### config.mk
export PLATFORM = sky130hd
export DESIGN_NAME = stream_dwc_down
export DESIGN_NICKNAME = d
export VERILOG_FILES = /design/src/rtl/stream_dwc_down.sv
export SDC_FILE = /design/constraint.sdc
export NUM_CORES = 1
export LEC_CHECK = 0
export BUFFER_PORTS_ARGS = -buffer_cell sky130_fd_sc_hd__buf_4
export CAP_MARGIN = 10
export CELL_PAD_IN_SITES_DETAIL_PLACEMENT = 0
export CELL_PAD_IN_SITES_GLOBAL_PLACEMENT = 1
export CORE_ASPECT_RATIO = 0.75
export CORE_UTILIZATION = 39
export CTS_CLUSTER_SIZE = 24
export DETAILED_ROUTE_END_ITERATION = 7
export GPL_TIMING_DRIVEN = 0
export PLACE_DENSITY_LB_ADDON = 0.1
export SETUP_SLACK_MARGIN = 0.4
export SLEW_MARGIN = 20
export SYNTH_ARGS = -nofsm -noshare
export SYNTH_HDL_FRONTEND = slang
export SYNTH_SLANG_ARGS = --single-unit
### constraint.sdc
create_clock -name ap_clk -period 2 [get_ports ap_clk]
set_clock_uncertainty 0.2 [all_clocks]
set_input_delay 0.2 -clock ap_clk [delete_from_list [all_inputs] [get_ports ap_clk]]
set_output_delay 0.2 -clock ap_clk [all_outputs]
set_load 0.01 [all_outputs]
### src/rtl/stream_dwc_down.sv
`default_nettype none
// ============================================================================
//  Module      : stream_dwc_down
//  Description : AXI-Stream data-width down-converter. Splits each wide input
//                word into IN_WIDTH/OUT_WIDTH narrow beats, LSB slice first,
//                at full throughput. Optional completed-word counter is
//                enabled with the STREAM_DWC_DOWN_STATS_EN macro.
//  Revision    : 1.0 - initial release
// ============================================================================
module stream_dwc_down #(
    parameter int IN_WIDTH  = 64,
    parameter int OUT_WIDTH = 16,
    parameter int CNT_WIDTH = 32
) (
    input  logic                 ap_clk,
    input  logic                 ap_rst_n,
    input  logic [IN_WIDTH-1:0]  in0_V_TDATA,
    input  logic                 in0_V_TVALID,
    output logic                 in0_V_TREADY,
    output logic [OUT_WIDTH-1:0] out_V_TDATA,
    output logic                 out_V_TVALID,
    input  logic                 out_V_TREADY
`ifdef STREAM_DWC_DOWN_STATS_EN
    ,
    output logic [CNT_WIDTH-1:0] xfer_count
`endif
);

    localparam int c_RATIO = IN_WIDTH / OUT_WIDTH;
    localparam int c_IDX_W = (c_RATIO > 1) ? $clog2(c_RATIO) : 1;
    localparam logic [c_IDX_W-1:0] c_LAST_IDX = c_IDX_W'(c_RATIO - 1);

    generate
        if ((IN_WIDTH % OUT_WIDTH) != 0 || c_RATIO < 2) begin : g_bad_cfg
            $error("stream_dwc_down: IN_WIDTH must be a multiple of OUT_WIDTH with ratio >= 2");
        end
    endgenerate

    logic [IN_WIDTH-1:0]                   r_buf;
    logic [c_IDX_W-1:0]                    r_idx;
    logic                                  r_full;   // state bit: 0 = EMPTY, 1 = DRAIN
    logic [c_RATIO-1:0][OUT_WIDTH-1:0]     w_slices;
    logic                                  w_last;
    logic                                  w_out_hs;
    logic                                  w_accept;

    assign w_slices     = r_buf;
    assign w_last       = r_full && (r_idx == c_LAST_IDX);
    assign w_out_hs     = r_full && out_V_TREADY;
    assign in0_V_TREADY = ap_rst_n && (!r_full || (w_last && out_V_TREADY));
    assign w_accept     = in0_V_TVALID && in0_V_TREADY;

    assign out_V_TVALID = r_full;
    assign out_V_TDATA  = w_slices[r_idx];

    // A reload on the last slice keeps r_full set, so words stream back-to-back.
    always_ff @(posedge ap_clk) begin
        if (!ap_rst_n) begin
            r_buf  <= '0;
            r_idx  <= '0;
            r_full <= 1'b0;
        end else if (w_accept) begin
            r_buf  <= in0_V_TDATA;
            r_idx  <= '0;
            r_full <= 1'b1;
        end else if (w_out_hs) begin
            if (w_last) begin
                r_full <= 1'b0;
                r_idx  <= '0;
            end else begin
                r_idx  <= r_idx + 1'b1;
            end
        end
    end

`ifdef STREAM_DWC_DOWN_STATS_EN
    logic [CNT_WIDTH-1:0] r_xfer_count;

    always_ff @(posedge ap_clk) begin
        if (!ap_rst_n) begin
            r_xfer_count <= '0;
        end else if (w_out_hs && w_last) begin
            r_xfer_count <= r_xfer_count + 1'b1;
        end
    end

    assign xfer_count = r_xfer_count;
`endif

endmodule
`default_nettype wire
**Yosys cells after proc, flatten, opt, wreduce, memory -nomap -nowiden**

Cells that the tools add are included.

- Flip-flop bits (word level): 67
- Input port bits: 68
- Output and inout bits: 18
- Word-level logic and storage cells: 24

- Add/subtract/negate cells: 1
- Order comparisons: 1
- Eq/ne operators: 1
- Muxes and demuxes: 6
- Bitwise logic cells: 1
- Reduce and logical (&&, ||, !) cells: 11

Operators by type and width:

| operator | number |
|---|---|
| $bmux W16 S2 | 1 |
| $mux W16 | 1 |
| $logic_and A1 B1 Y1 | 5 |
| $reduce_bool A2 Y1 | 2 |
| $lt A2 B3 Y1 const B | 1 |
| $mux W1 | 3 |
| $add A2 B1 Y2 const B | 1 |
| $eq A2 B2 Y1 const B | 1 |
| $mux W2 | 1 |
| $reduce_and A2 Y1 | 1 |
| $reduce_or A2 Y1 | 1 |
| $logic_not A1 Y1 | 1 |
| $logic_or A1 B1 Y1 | 1 |
| $not A1 Y1 | 1 |

**Longest topological paths before layout**

Gate-level depths: netlist (run 1).

- Word-level depth: 8
- Mapped depth: 6
- Depth with buffers taken out: 4

**Least setup slack after synthesis (run 1)**

Ideal clock, no wire load.

- Kind: register -> output
- Start point: reg r_idx[0]
- End point: out out_V_TDATA[3]
- Arrival time: 1196 ps
- Slack: 404 ps
- Stages on the path, launching flop included: 4
- Path buffers: 2
- Path through: dfxtp_1 -> buf_6 -> buf_6 -> mux4_2

- Word-level cells in the longest chain between the ends: 2

RTL lines:

| what | RTL line | text |
|---|---|---|
| start, declared | 40 | `logic [c_IDX_W-1:0] r_idx;` |
| start signal, assigned | 71 | `r_idx <= r_idx + 1'b1;` |
| $bmux W16 S2 | 54 | `assign out_V_TDATA = w_slices[r_idx];` |
| $mux W16 (not written as such) | 54 |  |
| end, declared | 20 | `output logic [OUT_WIDTH-1:0] out_V_TDATA,` |

Every way passes these cells. The select of a mux whose other input is x is not followed.

**Worst setup path in the final report (run 1)**

- Start point: reg r_idx[0]
- End point: out out_V_TDATA[4]

Same word-level chain as after synthesis.

==> out/results.ini, run 1 <==
[cts]
cts_tree = built
path_clk_slew_ns = 0.07
cts_inserted_buffers = 9
htreeDepth = 3
cts_root_buf = clkbuf_8
cts_buffer_depth = 2
clk_latency_ns = 0.34
clkSinkCount = 67

[synthesis]
yosys_register_bits = 67
ys_seq_area_share_pct = 43.2
synth_cells = 309
syn_avg_cell_area_um2 = 10.0
synth_top_area_cell = dfxtp_1
synth.net_count = 378
yosysUniqueCellTypes = 20
synth_ff_type = dfxtp_1
yosys_warnings = 0
synthesis.area_um2 = 3100
synth_area_leaders = dfxtp_1 43%, mux2i_1 21%, mux4_2 12%, nand2_1 8.1%, inv_1 7.7%
async_flop_share_pct = 0
netlist_top_cells_count = 67 x dfxtp_1, 67 x nand2_1, 65 x mux2i_1
yosys.area.top_type_share_pct = 43.2
synth_edf_count = 0

[setup_path]
critPathTopFamily = multiplexers
cp-end-kind = output pin
crit_path_cell_trace = buf_12 > buf_12 > mux4_2 > buf_6
path_buf_inv = 3
crit_fanout = 8
cp_common_cell = buf_12
cp_data_arrival_time_ns = 1.61
crit_required_ns = 1.60
reg2reg_depth = 10
r2r-start = r_idx[0]$_SDFFE_PP0P_
reg2reg_slack_ns = 0.10
crit_slowest_cell = mux4_2
r2r-end = r_buf[14]$_SDFFE_PN0P_
critPathMaxStageDelay_ns = 0.52
critPathLaunchType = flop
crit_start = r_idx[0]$_SDFFE_PP0P_
critPathKind = reg -> out

[cells_and_area]
layout-drive-gt1-share_pct = 31.7
fill_cells = 580
fin_nets = 565
area_delta_synth_final_pct = 69.2
final_cells = 600
antennaDiodeCount = 0

[worst_hold_path]
whs_path_depth = 4
hp-class = in -> reg
holdPathEnd = r_idx[0]$_SDFFE_PP0P_
hold_path_startpoint = in0_V_TVALID

[sta]
drv_slew = 0
min_period_ns = 2.01
setup_ws_ns = -0.0115
setup_viol = 4
fin_crit_sh_pct = 101
slew_headroom_pct = 53.8
worstMarginPinSlew_ns = 0.693
fmax_mhz = 497
rsz0062_at_grt = yes
report.final.hold_viol_count = 0

[placed_design]
port_buffers = 84
place_congestion = 0.733
hpwl_um = 5020
preCtsSetupSlack_ns = 0.176
dp.cells = 494

[detailed_routing]
dr.pass1.iters = 4
final_antenna_net_count = 0
vias = 2715
drt_wl_total_um = 8570
wl_per_cell_um = 14.3
drc_errors = 0
drt_iter0_drc = 83
via_per_inst = 4.53

[grt]
overflow = 0
grtUsageTotal_pct = 21.6
first_global_vias = 2768
grt_pass1_wl_um = 13300
antenna_found_initial = 0
grt_max_degree = 11

[die]
fp.coreArea_um2 = 7530
start_util_pct = 41.2
dieArea_um2 = 8320
fp-row-count = 27
io-pin-count = 86
fp.dieH_um = 79.3
die_w_um = 105

[job]
cap_violations = 0

[pwr]
pwr_density_cell_nw_per_um2 = 609
p_leak_nw = 2.41
peakVddDrop_v = 0.000295

[status]
status = finished, violations left
violations = negative setup slack

-- kinds of logic after synthesis --
logic type,after synthesis,share of synthesized area [%]
AOI/OAI and AO/OA,4,1.21
adders and majority gates,1,0.403
buffers and inverters,83,13.0
DFF,67,43.2
muxes,81,32.6
and+or+nand+nor,73,9.59
-- cell type report --
cell class	instances	area, um^2	share of cell area [%]
plain buffers	19	236	4.50
clock buffers	12	155	2.95
multi-input cells	159	1370	26.1
inverters	64	240	4.57
repair buffers	176	1770	33.6
clock inverters	2	12.5	0.238
well taps	101	126	2.41
flip-flops and latches	67	1350	25.6
-- power breakdown --
part | switching, mW | internal (mW) | total, mW
registers | 0.0479 | 1.43 | 1.48
logic | 0.261 | 0.473 | 0.734
clock network | 0.484 | 0.502 | 0.987
total | 0.793 | 2.41 | 3.20
-- flip-flops by register name (all words and copies together) (netlist names) --
signal        cells
r_buf            64
out_V_TVALID      1
r_idx             2
-- per-layer routing --
layer	wire length [um]	vias to the layer above	global-route usage [%]	share of wire [%]
li1	-	1352	-	-
met1	3850	1270	27.2	45
met2	4180	81	37.0	49
met3	414	12	4.68	4.8
met4	113	0	7.18	1.3
met5	0	-	0	0
-- tightest hold or removal path, cell delays in order --
cell and delay (ns):
buf_4 0.10, nor2b_1 0.04, o21ai_0 0.18, a31oi_1 0.05
-- stage by stage --
step	utilization [%]	hold WS, ns	TNS [ns]	area, um^2	power [mW]
floorplan	-	0.124	0	3100	1.77
global placement	51.3	0.240	0	3860	1.98
detailed placement	51.3	0.243	0	3860	1.99
CTS	68.5	0.0181	-0.105	5160	3.20
global route	69.7	0.114	-0.427	5250	3.34
finish	69.7	0.0706	-0.0281	5250	3.20
-- what timing repair did --
action,4_1_cts,5_1_grt
resized for setup,44,4
buffers inserted,14,5
endpoints found under the hold margin,66,0
hold buffers,66,0
pin swaps,2,2
gates cloned,6,1
endpoints found under the setup margin,66,82
-- cells in the final DEF, fill, tap and decap left out, drive strengths merged, types with 2 or more instances in the layout --
master / netlist / layout
mux4: 16 / 16
clkbuf: 5 / 18
mux2i: 65 / 65
nor2b: 2 / 2
nor2: 2 / 2
buf: 14 / 123
dfxtp: 67 / 67
nand2: 67 / 67
inv: 64 / 64
dlygate4sd3: 0 / 66
-- worst max path at each step --
| stage | to | slack, ns | cells past startpoint |
|---|---|---|---|
| 3_3_place_gp | out_V_TDATA[4] | 0.18 | 4 |
| 5_1_grt | out_V_TDATA[3] | -0.05 | 4 |
| 6_report | out_V_TDATA[4] | -0.01 | 4 |
| 2_1_floorplan | out_V_TDATA[3] | 0.40 | 3 |
| 3_5_place_dp | out_V_TDATA[1] | 0.18 | 4 |
| 4_1_cts | out_V_TDATA[4] | -0.02 | 4 |
(Power assumes the default switching activity.)
==> inputs of run 2 (changes only) <==
--- a/config.mk
+++ b/config.mk
@@ -10,6 +10,7 @@
 export CELL_PAD_IN_SITES_DETAIL_PLACEMENT = 0
 export CELL_PAD_IN_SITES_GLOBAL_PLACEMENT = 1
 export CORE_ASPECT_RATIO = 0.75
+export CORE_MARGIN = 2
 export CORE_UTILIZATION = 39
 export CTS_CLUSTER_SIZE = 24
 export DETAILED_ROUTE_END_ITERATION = 7
==> out/results.ini, run 2 (synthesis results as in run 1) <==
[status]
status = finished, violations left
violations = negative setup slack

[setup_path]
crit_fanout = 7  ; -1
reg2reg_depth = 10  ; unchanged
cp_data_arrival_time_ns = 1.62  ; about the same
r2r-start = r_idx[0]$_SDFFE_PP0P_
critPathLaunchType = flop
r2r-end = r_buf[13]$_SDFFE_PN0P_
reg2reg_slack_ns = 0.05  ; -0.05 ns
crit_required_ns = 1.60  ; about the same
cp-end-kind = output pin
critPathKind = reg -> out

[placed_design]
place_congestion = 0.736  ; +0.44%
dp.cells = 498  ; +0.81%
hpwl_um = 5050  ; +0.66%
port_buffers = 84  ; unchanged

[sta]
rsz0062_at_grt = yes
setup_tns_ns = -0.0366  ; -0.00853 ns
worstMarginPinSlew_ns = 0.681  ; -0.0124 ns
holdWs_ns = 0.109  ; +0.0387 ns
setup_viol = 4  ; unchanged
setup_ws_ns = -0.0153  ; -0.00385 ns
report.final.hold_viol_count = 0  ; unchanged
fmax_mhz = 496  ; -0.19%
slew_headroom_pct = 54.6  ; +0.82 points
drv_slew = 0  ; unchanged
fin_crit_sh_pct = 101  ; +0.19 points
min_period_ns = 2.02  ; +0.00385 ns

[pwr]
share_comb_of_total_power_pct = 23.3  ; +0.4 points
p_int_mw = 2.33  ; -3.2%
pwr-share-clk_pct = 29.3  ; -1.5 points
peakVddDrop_v = 0.000309  ; +4.6%
power.share.sequential_pct = 47.4  ; +1.2 points
p_leak_nw = 2.39  ; -0.64%
p_switching_mw = 0.794  ; +0.18%
pwr_density_cell_nw_per_um2 = 598  ; -1.8%
netSwitchingFraction_pct = 25.4  ; +0.65 points

[worst_hold_path]
holdPathEnd = r_idx[1]$_SDFFE_PP0P_
hold_path_startpoint = out_V_TREADY
hp-class = in -> reg
whs_path_depth = 4  ; unchanged

[die]
fp-row-count = 28  ; +3.7%
fp.dieH_um = 81.3  ; +2.5%
start_util_pct = 39.7  ; -1.5 points
fp.coreArea_um2 = 7810  ; +3.7%
io-pin-count = 86  ; unchanged
die_w_um = 107  ; +1.9%
dieArea_um2 = 8700  ; +4.5%

[cts]
path_clk_slew_ns = 0.07  ; about the same
cts_tree = built
clkSinkCount = 67  ; unchanged
htreeDepth = 3  ; unchanged
cts_buffer_depth = 2  ; unchanged
clk_latency_ns = 0.34  ; about the same
cts_inserted_buffers = 9  ; unchanged
cts_root_buf = clkbuf_8

[cells_and_area]
antennaDiodeCount = 0  ; unchanged
final_cells = 601  ; +0.17%
layout_commonest_cell = buf_4
area_delta_synth_final_pct = 68.2
fin_nets = 562  ; -0.53%
fill_cells = 600  ; +3.4%
largest-register = r_buf
final_util_pct = 66.8  ; -2.9 points
layout-drive-gt1-share_pct = 31.7  ; about the same
mostFrequentLayoutCells = 72 x buf_4, 67 x nand2_1, 66 x dlygate4sd3_1
largest_reg_flops = 64  ; unchanged

[detailed_routing]
via_per_inst = 4.40  ; -2.9%
vias = 2642  ; -2.7%
dr.pass1.iters = 4  ; unchanged
drt_wl_total_um = 8490  ; -0.91%
drt_iter0_drc = 64  ; -23%
wl_per_cell_um = 14.1  ; -1.1%
drc_errors = 0  ; unchanged
final_antenna_net_count = 0  ; unchanged

[grt]
antenna_found_initial = 0  ; unchanged
first_global_vias = 2720  ; -1.7%
grt_max_degree = 11  ; unchanged
grtUsageTotal_pct = 20.7  ; -0.91 points
overflow = 0  ; unchanged
grt_pass1_wl_um = 13400  ; +0.88%

[job]
cap_violations = 0  ; unchanged

[run 2: changes by cell type in the layout (fill, tap and decap cells not counted)]
| cell | delta |
|---|---|
| dfxtp_1 | -1 |
| clkinv_2 | +3 |
| buf_12 | -1 |
| buf_8 | +2 |
| nor2b_2 | +1 |
| clkbuf_8 | -2 |
| nor2b_1 | -1 |
| clkinvlp_4 | -1 |
| dfxtp_4 | -1 |
| buf_4 | -5 |
| buf_6 | +1 |
| dfxtp_2 | +2 |
[run 2: power by group through the flow]
stage	combinational, mW	clock (mW)	sequential, mW
CTS	0.706	0.939	1.48
finish	0.728	0.915	1.48
detailed placement	0.484	0	1.51
global placement	0.478	0	1.51
floorplan	0.279	0	1.49
global route	0.786	1.00	1.49
[run 2: worst max path at each step]
stage | start | endpoint | slack, ns | cells past startpoint
2_1_floorplan | r_idx[0]$_SDFFE_PP0P_ | out_V_TDATA[3] | 0.40 | 3
3_3_place_gp | r_idx[0]$_SDFFE_PP0P_ | out_V_TDATA[3] | 0.18 | 4
3_5_place_dp | r_idx[0]$_SDFFE_PP0P_ | out_V_TDATA[6] | 0.18 | 4
4_1_cts | r_idx[0]$_SDFFE_PP0P_ | out_V_TDATA[0] | -0.004 | 4
5_1_grt | r_idx[0]$_SDFFE_PP0P_ | out_V_TDATA[0] | -0.07 | 4
6_report | r_idx[0]$_SDFFE_PP0P_ | out_V_TDATA[0] | -0.02 | 4
[run 2: area by class of cell]
type	count	area [um^2]	area share [%]
Tap cell	105	131	2.52
Timing Repair Buffer	173	1760	33.7
Sequential cell	67	1340	25.7
Clock inverter	4	20.0	0.383
Inverter	64	240	4.60
Multi-Input combinational cell	159	1370	26.3
Clock buffer	10	128	2.44
Buffer	19	228	4.36
[run 2: critical path, cell delays in order (launching register included)]
cell and delay [ns]:
dfxtp_2 0.35, buf_8 0.12, buf_12 0.13, mux4_2 0.53, buf_6 0.14
[run 2: routing by layer]
layer,vias to the layer above,global-route usage [%],wire [um]
met5,-,0,0
met4,0,3.51,96
met3,7,5.86,357
met2,61,36.3,4070
met1,1225,25.9,3970
li1,1349,-,-
[run 2: timing repair]
| action | CTS | global route |
|---|---|---|
| resized for setup | 45 | 6 |
| gates cloned | 6 | 1 |
| hold buffers | 66 | 0 |
| endpoints found under the hold margin | 66 | 0 |
| setup endpoints to repair | 65 | 82 |
| pin swaps | 3 | 3 |
| buffers inserted | 12 | 4 |
[run 2: stage by stage]
| stage | power, mW | area (um^2) | setup WS (ns) |
|---|---|---|---|
| after detailed placement | 1.99 | 3870 | 0.182 |
| after floorplan | 1.77 | 3100 | 0.404 |
| after global routing | 3.28 | 5220 | -0.0728 |
| after CTS | 3.12 | 5130 | -0.00374 |
| final | 3.12 | 5220 | -0.0153 |
| after global placement | 1.98 | 3870 | 0.184 |
